<file path="src/rtl/uart_bus_pkg.sv">
// Shared definitions for the UART bus bridge: register map, status layout and TX FSM states.
package uart_bus_pkg;

    localparam int unsigned ADDR_W = 2;
    localparam int unsigned DATA_W = 16;

    localparam logic [ADDR_W-1:0] ADDR_DATA   = 2'd0;
    localparam logic [ADDR_W-1:0] ADDR_STATUS = 2'd1;
    localparam logic [ADDR_W-1:0] ADDR_CLKDIV = 2'd2;

    localparam int unsigned STAT_TX_FULL    = 0;
    localparam int unsigned STAT_TX_EMPTY   = 1;
    localparam int unsigned STAT_RX_EMPTY   = 2;
    localparam int unsigned STAT_RX_FULL    = 3;
    localparam int unsigned STAT_RX_OVERRUN = 4;
    localparam int unsigned STAT_FRAME_ERR  = 5;
    localparam int unsigned STAT_TX_BUSY    = 6;

    // Field order matches the STATUS bit indices above (MSB = tx_busy).
    typedef struct packed {
        logic tx_busy;
        logic frame_err;
        logic rx_overrun;
        logic rx_full;
        logic rx_empty;
        logic tx_empty;
        logic tx_full;
    } status_t;

    typedef enum logic [1:0] {
        T_IDLE  = 2'd0,
        T_START = 2'd1,
        T_ACK   = 2'd2,
        T_DONE  = 2'd3
    } tx_state_t;

endpackage

</file>
<file path="src/rtl/uart_bus_bridge_if.sv">
// CPU-side register bus of the UART bridge.
interface uart_bus_bridge_if;
    import uart_bus_pkg::*;

    logic [ADDR_W-1:0] addr;
    logic              wr_en;
    logic              rd_en;
    logic [DATA_W-1:0] data_in;
    logic [DATA_W-1:0] data_out;
    logic              irq;

    modport master (output addr, wr_en, rd_en, data_in, input data_out, irq);
    modport slave  (input addr, wr_en, rd_en, data_in, output data_out, irq);
endinterface

</file>
<file path="src/rtl/sync_fifo.sv">
// Synchronous first-word-fall-through FIFO; push while full is accepted only alongside a pop.
module sync_fifo #(
    parameter int unsigned WIDTH = 8,
    parameter int unsigned DEPTH = 8
) (
    input  logic                   clk,
    input  logic                   rst,
    input  logic                   push,
    input  logic                   pop,
    input  logic [WIDTH-1:0]       wdata,
    output logic [WIDTH-1:0]       head,
    output logic                   full,
    output logic                   empty,
    output logic [$clog2(DEPTH):0] count
);
    localparam int unsigned AW = $clog2(DEPTH);
    localparam int unsigned CW = AW + 1;

    logic [WIDTH-1:0] mem [DEPTH];
    logic [AW-1:0]    wr_ptr;
    logic [AW-1:0]    rd_ptr;
    logic             do_push;
    logic             do_pop;
    logic [CW-1:0]    count_next;

    always_comb begin
        do_pop     = pop && !empty;
        do_push    = push && (!full || pop);
        count_next = count + CW'(do_push) - CW'(do_pop);
    end

    always_ff @(posedge clk) begin
        if (rst) begin
            wr_ptr <= '0;
            rd_ptr <= '0;
            count  <= '0;
            full   <= 1'b0;
            empty  <= 1'b1;
        end else begin
            wr_ptr <= wr_ptr + AW'(do_push);
            rd_ptr <= rd_ptr + AW'(do_pop);
            count  <= count_next;
            full   <= (count_next == CW'(DEPTH));
            empty  <= (count_next == '0);
        end
    end

    always_ff @(posedge clk) begin
        if (do_push) mem[wr_ptr] <= wdata;
    end

    assign head = mem[rd_ptr];
endmodule

</file>
<file path="src/rtl/uart_bus_bridge.sv">
// Memory-mapped front end for the UART core: TX/RX FIFOs, sticky error flags and baud divisor.
module uart_bus_bridge
    import uart_bus_pkg::*;
#(
    parameter int unsigned FIFO_DEPTH    = 8,
    parameter logic [15:0] CLK_DIV_RESET = 16'd1302
) (
    input  logic                clk,
    input  logic                rst,
    uart_bus_bridge_if.slave    bus,
    output logic                uart_transmit,
    output logic [7:0]          uart_tx_byte,
    input  logic                uart_is_transmitting,
    input  logic                uart_received,
    input  logic [7:0]          uart_rx_byte,
    input  logic                uart_recv_error,
    output logic [15:0]         uart_clk_div
);
    tx_state_t                 state;
    logic [15:0]               clkdiv;
    logic                      rx_overrun;
    logic                      frame_err;
    logic [7:0]                tx_head;
    logic [7:0]                rx_head;
    logic                      tx_full, tx_empty, rx_full, rx_empty;
    logic [$clog2(FIFO_DEPTH):0] tx_count, rx_count;
    logic                      wr_data, wr_status, wr_clkdiv, rd_data;
    logic                      tx_pop, rx_pop, ovr_set;
    status_t                   status;
    logic                      unused_counts;

    always_comb begin
        wr_data   = bus.wr_en && (bus.addr == ADDR_DATA);
        wr_status = bus.wr_en && (bus.addr == ADDR_STATUS);
        wr_clkdiv = bus.wr_en && (bus.addr == ADDR_CLKDIV);
        rd_data   = bus.rd_en && (bus.addr == ADDR_DATA);
        rx_pop    = rd_data && !rx_empty;
        tx_pop    = (state == T_START);
        ovr_set   = uart_received && rx_full && !rx_pop;
        status    = '{tx_busy:    (state != T_IDLE) || uart_is_transmitting,
                      frame_err:  frame_err,
                      rx_overrun: rx_overrun,
                      rx_full:    rx_full,
                      rx_empty:   rx_empty,
                      tx_empty:   tx_empty,
                      tx_full:    tx_full};
    end

    sync_fifo #(.WIDTH(8), .DEPTH(FIFO_DEPTH)) u_tx_fifo (
        .clk(clk), .rst(rst), .push(wr_data), .pop(tx_pop), .wdata(bus.data_in[7:0]),
        .head(tx_head), .full(tx_full), .empty(tx_empty), .count(tx_count)
    );

    sync_fifo #(.WIDTH(8), .DEPTH(FIFO_DEPTH)) u_rx_fifo (
        .clk(clk), .rst(rst), .push(uart_received), .pop(rx_pop), .wdata(uart_rx_byte),
        .head(rx_head), .full(rx_full), .empty(rx_empty), .count(rx_count)
    );

    assign unused_counts = ^{tx_count, rx_count};

    // Register file, sticky flags (set beats clear), read data and irq.
    always_ff @(posedge clk) begin
        if (rst) begin
            clkdiv       <= CLK_DIV_RESET;
            rx_overrun   <= 1'b0;
            frame_err    <= 1'b0;
            bus.data_out <= '0;
            bus.irq      <= 1'b0;
        end else begin
            if (wr_clkdiv) clkdiv <= bus.data_in;
            rx_overrun <= ovr_set ||
                          (rx_overrun && !(wr_status && bus.data_in[STAT_RX_OVERRUN]));
            frame_err  <= uart_recv_error ||
                          (frame_err && !(wr_status && bus.data_in[STAT_FRAME_ERR]));
            bus.irq    <= !rx_empty || rx_overrun || frame_err;
            if (bus.rd_en) begin
                case (bus.addr)
                    ADDR_DATA:   bus.data_out <= rx_empty ? 16'h0000 : {8'h00, rx_head};
                    ADDR_STATUS: bus.data_out <= {9'b0, status};
                    ADDR_CLKDIV: bus.data_out <= clkdiv;
                    default:     bus.data_out <= 16'h0000;
                endcase
            end
        end
    end

    // TX handshake: never starts a byte while the UART still reports busy, including after reset.
    always_ff @(posedge clk) begin
        if (rst) begin
            state         <= T_IDLE;
            uart_transmit <= 1'b0;
            uart_tx_byte  <= 8'h00;
        end else begin
            uart_transmit <= 1'b0;
            case (state)
                T_IDLE: begin
                    if (!tx_empty && !uart_is_transmitting) begin
                        state         <= T_START;
                        uart_transmit <= 1'b1;
                        uart_tx_byte  <= tx_head;
                    end
                end
                T_START: state <= T_ACK;
                T_ACK:   if (uart_is_transmitting)  state <= T_DONE;
                T_DONE:  if (!uart_is_transmitting) state <= T_IDLE;
                default: state <= T_IDLE;
            endcase
        end
    end

    assign uart_clk_div = clkdiv;
endmodule

</file>
<file path="src/flat_wrapper.sv">
// flat-port wrapper written by rule: the top's interface ports become plain ports
module uart_bus_bridge_flat import uart_bus_pkg::*;
#(
    parameter int unsigned FIFO_DEPTH    = 8,
    parameter logic [15:0] CLK_DIV_RESET = 16'd1302
)
  (clk, rst, uart_transmit, uart_tx_byte, uart_is_transmitting, uart_received, uart_rx_byte, uart_recv_error, uart_clk_div, bus_addr, bus_wr_en, bus_rd_en, bus_data_in, bus_data_out, bus_irq);
  uart_bus_bridge_if bus_i ();
  input  logic clk;
  input  logic rst;
  output logic uart_transmit;
  output logic [7:0] uart_tx_byte;
  input  logic uart_is_transmitting;
  input  logic uart_received;
  input  logic [7:0] uart_rx_byte;
  input  logic uart_recv_error;
  output logic [15:0] uart_clk_div;
  input wire logic [$bits(bus_i.addr)-1:0] bus_addr;
  input wire logic [$bits(bus_i.wr_en)-1:0] bus_wr_en;
  input wire logic [$bits(bus_i.rd_en)-1:0] bus_rd_en;
  input wire logic [$bits(bus_i.data_in)-1:0] bus_data_in;
  output wire logic [$bits(bus_i.data_out)-1:0] bus_data_out;
  output wire logic [$bits(bus_i.irq)-1:0] bus_irq;
  assign bus_i.addr = bus_addr;
  assign bus_i.wr_en = bus_wr_en;
  assign bus_i.rd_en = bus_rd_en;
  assign bus_i.data_in = bus_data_in;
  assign bus_data_out = bus_i.data_out;
  assign bus_irq = bus_i.irq;
  uart_bus_bridge #(.FIFO_DEPTH(FIFO_DEPTH), .CLK_DIV_RESET(CLK_DIV_RESET)) u_core (.clk(clk), .rst(rst), .bus(bus_i), .uart_transmit(uart_transmit), .uart_tx_byte(uart_tx_byte), .uart_is_transmitting(uart_is_transmitting), .uart_received(uart_received), .uart_rx_byte(uart_rx_byte), .uart_recv_error(uart_recv_error), .uart_clk_div(uart_clk_div));
endmodule
</file>
<file path="config.mk">
export PLATFORM = sky130hd
export DESIGN_NAME = uart_bus_bridge_flat
export DESIGN_NICKNAME = d
export VERILOG_FILES = /design/src/rtl/uart_bus_pkg.sv /design/src/rtl/uart_bus_bridge_if.sv /design/src/rtl/sync_fifo.sv /design/src/rtl/uart_bus_bridge.sv /design/src/flat_wrapper.sv
export SDC_FILE = /design/constraint.sdc
export NUM_CORES = 1
export LEC_CHECK = 0
export ABC_AREA = 1
export BUFFER_PORTS_ARGS = -buffer_cell sky130_fd_sc_hd__buf_2
export CAP_MARGIN = 20
export CORE_MARGIN = 2
export CORE_UTILIZATION = 40
export DETAILED_ROUTE_END_ITERATION = 6
export PLACE_DENSITY = 0.55
export SYNTH_ARGS = -nofsm -noshare
export SYNTH_HDL_FRONTEND = slang
export SYNTH_SLANG_ARGS = --single-unit
</file>
<file path="constraint.sdc">
create_clock -name clk -period 3.1 [get_ports clk]
set_input_delay 0.31 -clock clk [delete_from_list [all_inputs] [get_ports clk]]
set_output_delay 0.31 -clock clk [all_outputs]
set_load 0.1 [all_outputs]
</file>
# Word level (Yosys, flattened, before mapping)
# Memories as Yosys holds them, arrays and structs flattened. A register that Yosys moved wholly into a read port is not among the register bits.
# Index checks and enable logic that the tools add are counted.
totals:
  elab_cells: 89
  ramBits: 128
  regBits: 62
  input_bits: 33
  mem_count: 2
op_classes:
  addsub: 8
  bitwise: 1
  n_reduce_logical: 39
  n_eq_ne: 10
  muxes: 12
mem_list:
  columns: ["memory", "depth", "word_bits", "rd", "rd_ports_with_merged_regs", "write_ports", "line", "source"]
  rows:
  - ["u_core.u_rx_fifo.mem", 8, 8, 1, 1, 1, "sync_fifo.sv:19", "logic [WIDTH-1:0] mem [DEPTH];"]
  - ["u_core.u_tx_fifo.mem", 8, 8, 1, 1, 1, "sync_fifo.sv:19", null]
op_table:
  columns: ["cell", "count"]
  rows:
  - ["16-bit one-hot mux with 3 select lines", 1]
  - ["1-bit logical AND", 16]
  - ["3-bit by 1-bit adder with 3-bit output", 4]
  - ["4-bit by 1-bit adder with 4-bit output", 2]
  - ["4-bit == test, second input constant", 2]
  - ["1-bit logical NOT", 8]
  - ["4-bit logical NOT", 2]
  - ["8-bit two-way mux", 1]
  - ["2-bit one-hot mux with 4 select lines", 1]
  - ["4-bit by 1-bit subtractor with 4-bit output", 2]
  - ["1-bit logical OR", 7]
  - ["2-bit == test, second input constant", 3]
  - ["2-bit two-way mux", 3]
  - ["1-bit two-way mux", 5]
  - ["2-bit by 1-bit == test with 1-bit output, second input constant", 2]
  - ["2-bit logical NOT", 2]
  - ["2-bit != test, second input constant", 2]
  - ["3-bit two-way mux", 1]
  - ["3-bit AND reduction", 1]
  - ["2-bit by 1-bit != test with 1-bit output, second input constant", 1]
  - ["2-bit AND reduction", 1]
  - ["2-bit nonzero test", 1]
  - ["2-bit OR reduction", 1]
  - ["1-bit inverter", 1]

# Logic depth before layout (Yosys ltp)
logic_depth:
  depth_word: 8
  ltp_mapped: 14
  depth_no_buf: 14

# By module
# A second synthesis with hierarchy kept.
hier_totals:
  hier_cells: 814
  hier_area_um2: 8290.5
by_module_without_submodules:
  columns: ["module", "area_each_um2", "cells_per_inst", "instances"]
  rows:
  - ["sync_fifo", 3153.0, 278, 2]
  - ["uart_bus_bridge", 1984.4, 258, 1]

# Worst setup path before layout
# No wires, ideal clock.
synth_timing:
  kind: "reg2reg"
  from: "register u_core.state[1]"
  to: "register u_core.u_tx_fifo.full"
  setup_ps: 78
  path_buffers: 0
  synth_period_minus_slack_ps: 2310
  required_ps: 3022
  arrival_ps: 2232
  path_stages_with_launch: 14
  setup_slack_ps: 790
  cell_sequence: "dfxtp_1 inv_1 ha_1 nor2_1 nor3_1 inv_1 ha_1 inv_1 ha_1 inv_1 fa_1 xor2_1 nand3_1 nor3_1"
synth_between:
  elab_chain_len: 6
  word_cells_on_any_way: 7
  cone_classes: "add/sub (2); eq/ne (2); reduce/logical (3)"
synth_lines:
  columns: ["element", "line", "source"]
  rows:
  - ["start, declared", "uart_bus_bridge.sv:19", "tx_state_t state;"]
  - ["start signal, assigned", "uart_bus_bridge.sv:90", "state <= T_IDLE;"]
  - ["start signal, assigned", "uart_bus_bridge.sv:98", "state <= T_START;"]
  - ["start signal, assigned", "uart_bus_bridge.sv:103", "T_START: state <= T_ACK;"]
  - ["2-bit by 1-bit == test with 1-bit output *", "uart_bus_bridge.sv:38", "tx_pop = (state == T_START);"]
  - ["1-bit logical OR", "sync_fifo.sv:28", "do_push = push && (!full || pop);"]
  - ["1-bit logical AND", "sync_fifo.sv:28", null]
  - ["4-bit by 1-bit adder with 4-bit output", "sync_fifo.sv:29", "count_next = count + CW'(do_push) - CW'(do_pop);"]
  - ["4-bit by 1-bit subtractor with 4-bit output *", "sync_fifo.sv:29", null]
  - ["4-bit == test *", "sync_fifo.sv:43", "full <= (count_next == CW'(DEPTH));"]
  - ["end signal, assigned", "sync_fifo.sv:43", null]
  - ["end, declared", "sync_fifo.sv:12", "output logic full,"]
# Mark *: on every way between the ends. The rest lies on a longest branch, timed or not.
# A chain may end at the register's enable or synchronous reset.

# Worst setup path after layout
# Same ends and word-level chain as after synthesis.

==> impl_metrics.py <==
metrics = {
    "yosys": {
        "syn-num-nets": 864,
        "ys.flop_type": "edfxtp_1",
        "synthCells": 809,
        "syn_area_sq_mm": 0.00818,
        "synthMostInstantiatedCell": "nand2_1",
        "synth-seq-cells": 198,
        "synth-edff-count": 128,
        "syn_avg_cell_area_sq_um": 10.1,
        "synth_warnings": 0,
        "synth_top_area_share_pct": 47.0,
        "ys_top_cells_by_count": "135 x nand2_1, 128 x edfxtp_1, 109 x nor2_1",
        "async_reset_ff_share_pct": 0,
        "synth-seq-area-share_pct": 64.1,
        "synth_area_leaders": "edfxtp_1 47%, dfxtp_1 17%, nand2_1 6.2%",
        "ys_types": 31,
        "synth_largest_area_cell": "edfxtp_1",
    },
    "power": {
        "power.switching_mw": 2.27,
        "total_leakage_power_nw": 3.87,
        "power.density_mw_per_mm2": 715,
        "swShare_pct": 33.5,
        "peakVddDrop_v": 0.000396,
        "p_comb_share_pct": 22.1,
        "intPower_mw": 4.52,
        "clkPwrFrac_pct": 31.8,
        "pwr-share-seq_pct": 46.1,
    },
    "cts": {
        "insertion_delay_ps": 440,
        "clock-sinks": 198,
        "cts_buffers": 17,
        "post_cts_buffers": 0,
        "clk_pin_slew_ps": 80,
        "cts-root-buf": "clkbuf_16",
        "cts_tree": "yes",
        "holdBufCountCts": 0,
        "cts_resized": 0,
        "htree_levels": 4,
        "clock_path_buffers": 2,
    },
    "timing": {
        "tightest_slew_ps": 922,
        "post-route-period-util_pct": 85.7,
        "relSlewSlack_pct": 38.4,
        "fin_skew_ps": 14.9,
        "setup_viol": 0,
        "rsz0062_at_grt": "false",
        "max_freq_mhz": 376,
        "finalMaxSlewViolations": 0,
        "setup_ws_ps": 444,
        "hold_viol_final": 0,
        "fin_setup_tns_ps": 0,
        "period_needed_ps": 2660,
    },
    "route": {
        "drt_iter0_drc": 287,
        "ant_nets": 0,
        "wl_per_cell_um": 15.8,
        "via_per_inst": 4.80,
        "via_count": 5634,
        "drc": 0,
        "first_pass_iters": 4,
        "wl_um": 18500,
    },
    "cells_and_area": {
        "drive_gt1_share_pct": 15.4,
        "num-fill-cells": 1915,
        "diodes": 0,
        "fin_util_pct": 47.1,
        "design_area_sq_mm": 0.00949,
        "syn2layout_area_growth_pct": 16.1,
        "nets": 946,
    },
    "global_routing": {
        "grt_max_degree": 41,
        "grt_first_pass_wirelength_um": 29700,
        "grt_overflow": 0,
        "antenna_found_initial": 0,
        "grt_pass1_vias": 5443,
        "grtUsageTotal_pct": 18.0,
    },
    "floorplan": {
        "initial_core_util_pct": 40.5,
        "die_area_sq_mm": 0.0216,
        "ios": 75,
        "fp.dieH_um": 147,
        "dieWidth_um": 147,
        "std_cell_rows": 52,
        "core_area_sq_mm": 0.0202,
    },
    "place": {
        "dpl_worst_slack_ps": 487,
        "placed_area_sq_mm": 0.00891,
        "io_buffers": 74,
        "place_hpwl_um": 12400,
        "gp_congestion": 0.778,
    },
    "outcome": {
        "status": "finished, final reports clean",
    },
    "setup_path": {
        "critPathLaunchType": "flip-flop",
        "required_ps": 3450,
        "critPathArrivalTime_ps": 3010,
        "cp-end-kind": "flip-flop",
        "crit_type": "reg -> reg",
        "critPathMaxFanout": 3,
    },
    "run": {
        "cap_violations": 0,
    },
    "min_path": {
        "hp-class": "in -> reg",
    },
}
-- through the flow --
step	hold WS (ps)	total power, mW	instances
after floorplan	409	4.32	809
after global placement	451	4.70	1142
after detailed placement	452	4.70	1142
after CTS	64.2	6.85	1174
after global routing	85.0	7.15	1174
final	75.1	6.79	1174
-- flip-flops by register name, indices dropped and copies added (netlist names), 3 cells and up --
signal	count
u_core.u_tx_fifo.mem	64
u_core.u_tx_fifo.count	4
u_core.bus.data_out	16
u_core.u_rx_fifo.wr_ptr	3
u_core.uart_tx_byte	8
u_core.u_rx_fifo.count	4
u_core.u_rx_fifo.rd_ptr	3
u_core.u_tx_fifo.wr_ptr	3
u_core.uart_clk_div	16
u_core.u_rx_fifo.mem	64
u_core.u_tx_fifo.rd_ptr	3
-- path summary, 6_finish.rpt --
path	start	to	slack, ps	cells after the start
max	u_core.state[1]	u_core.u_tx_fifo.full	440	13
min	bus_data_in[10]	u_core.uart_clk_div[10]	80	3
max reg2reg	u_core.state[1]	u_core.u_tx_fifo.full	440	13
min reg2reg	u_core.uart_tx_byte[3]	u_core.uart_tx_byte[3]	460	2
-- power groups by stage --
stage | combinational [mW] | sequential (mW) | clock, mW
after floorplan | 0.789 | 3.53 | 0
after global placement | 1.50 | 3.19 | 0
after detailed placement | 1.50 | 3.19 | 0
after CTS | 1.51 | 3.13 | 2.21
after global routing | 1.68 | 3.16 | 2.30
final | 1.50 | 3.13 | 2.16
-- cells in the final DEF (no fill, tap or decap), types with 4 or more instances in the layout --
| cell type | netlist | layout |
|---|---|---|
| buf_2 | 10 | 74 |
| clkinv_8 | 0 | 4 |
| o21ai_0 | 63 | 63 |
| clkbuf_16 | 0 | 17 |
| o211ai_1 | 21 | 21 |
| nand3_1 | 61 | 61 |
| nor2_1 | 109 | 109 |
| nand2_1 | 135 | 135 |
| inv_1 | 99 | 99 |
| inv_2 | 4 | 4 |
| xnor2_1 | 4 | 4 |
| a21oi_1 | 36 | 36 |
| dfxtp_1 | 70 | 70 |
| ha_1 | 20 | 20 |
| edfxtp_1 | 128 | 128 |
| clkinvlp_4 | 0 | 4 |
| buf_4 | 1 | 23 |
| xor2_1 | 6 | 6 |
| inv_6 | 0 | 4 |
-- per-layer routing --
layer,global-route usage [%],vias to the layer above,share of wire [%]
met5,0,-,0
met4,4.18,0,0.83
met3,3.63,10,4.1
met2,29.4,112,48
met1,24.8,2667,47
li1,-,2845,-
-- critical path: stages, from the launching register on --
cell and delay (ps):
dfxtp_1 330, inv_1 100, ha_1 180, nor2_1 60, nor3_1 340, inv_1 120, ha_1 290, inv_1 60
ha_1 150, inv_1 50, fa_1 370, xor2_1 200, nand3_1 120, nor3_1 200
-- cell type report --
cell class | count | area, sq um | area share, %
tap | 270 | 338 | 3.56
clock buffer | 19 | 443 | 4.67
multi-input combinational | 473 | 2390 | 25.2
clock inverter | 13 | 141 | 1.49
timing repair buffer | 97 | 543 | 5.72
sequential | 198 | 5250 | 55.3
inverter | 104 | 390 | 4.11
-- kinds of logic (layout without fill, tap and decap cells) --
kind of cell	after synthesis	count (layout)	synth area share, %
DFF	198	198	64.1
AOI/OAI and AO/OA	126	126	8.64
adders and majority gates	22	22	3.55
and+or+nand+nor	315	315	16.0
xor gates and xnor gates	10	10	1.07
buffers and inverters	138	233	6.62
Power figures use the tool's default switching activity.
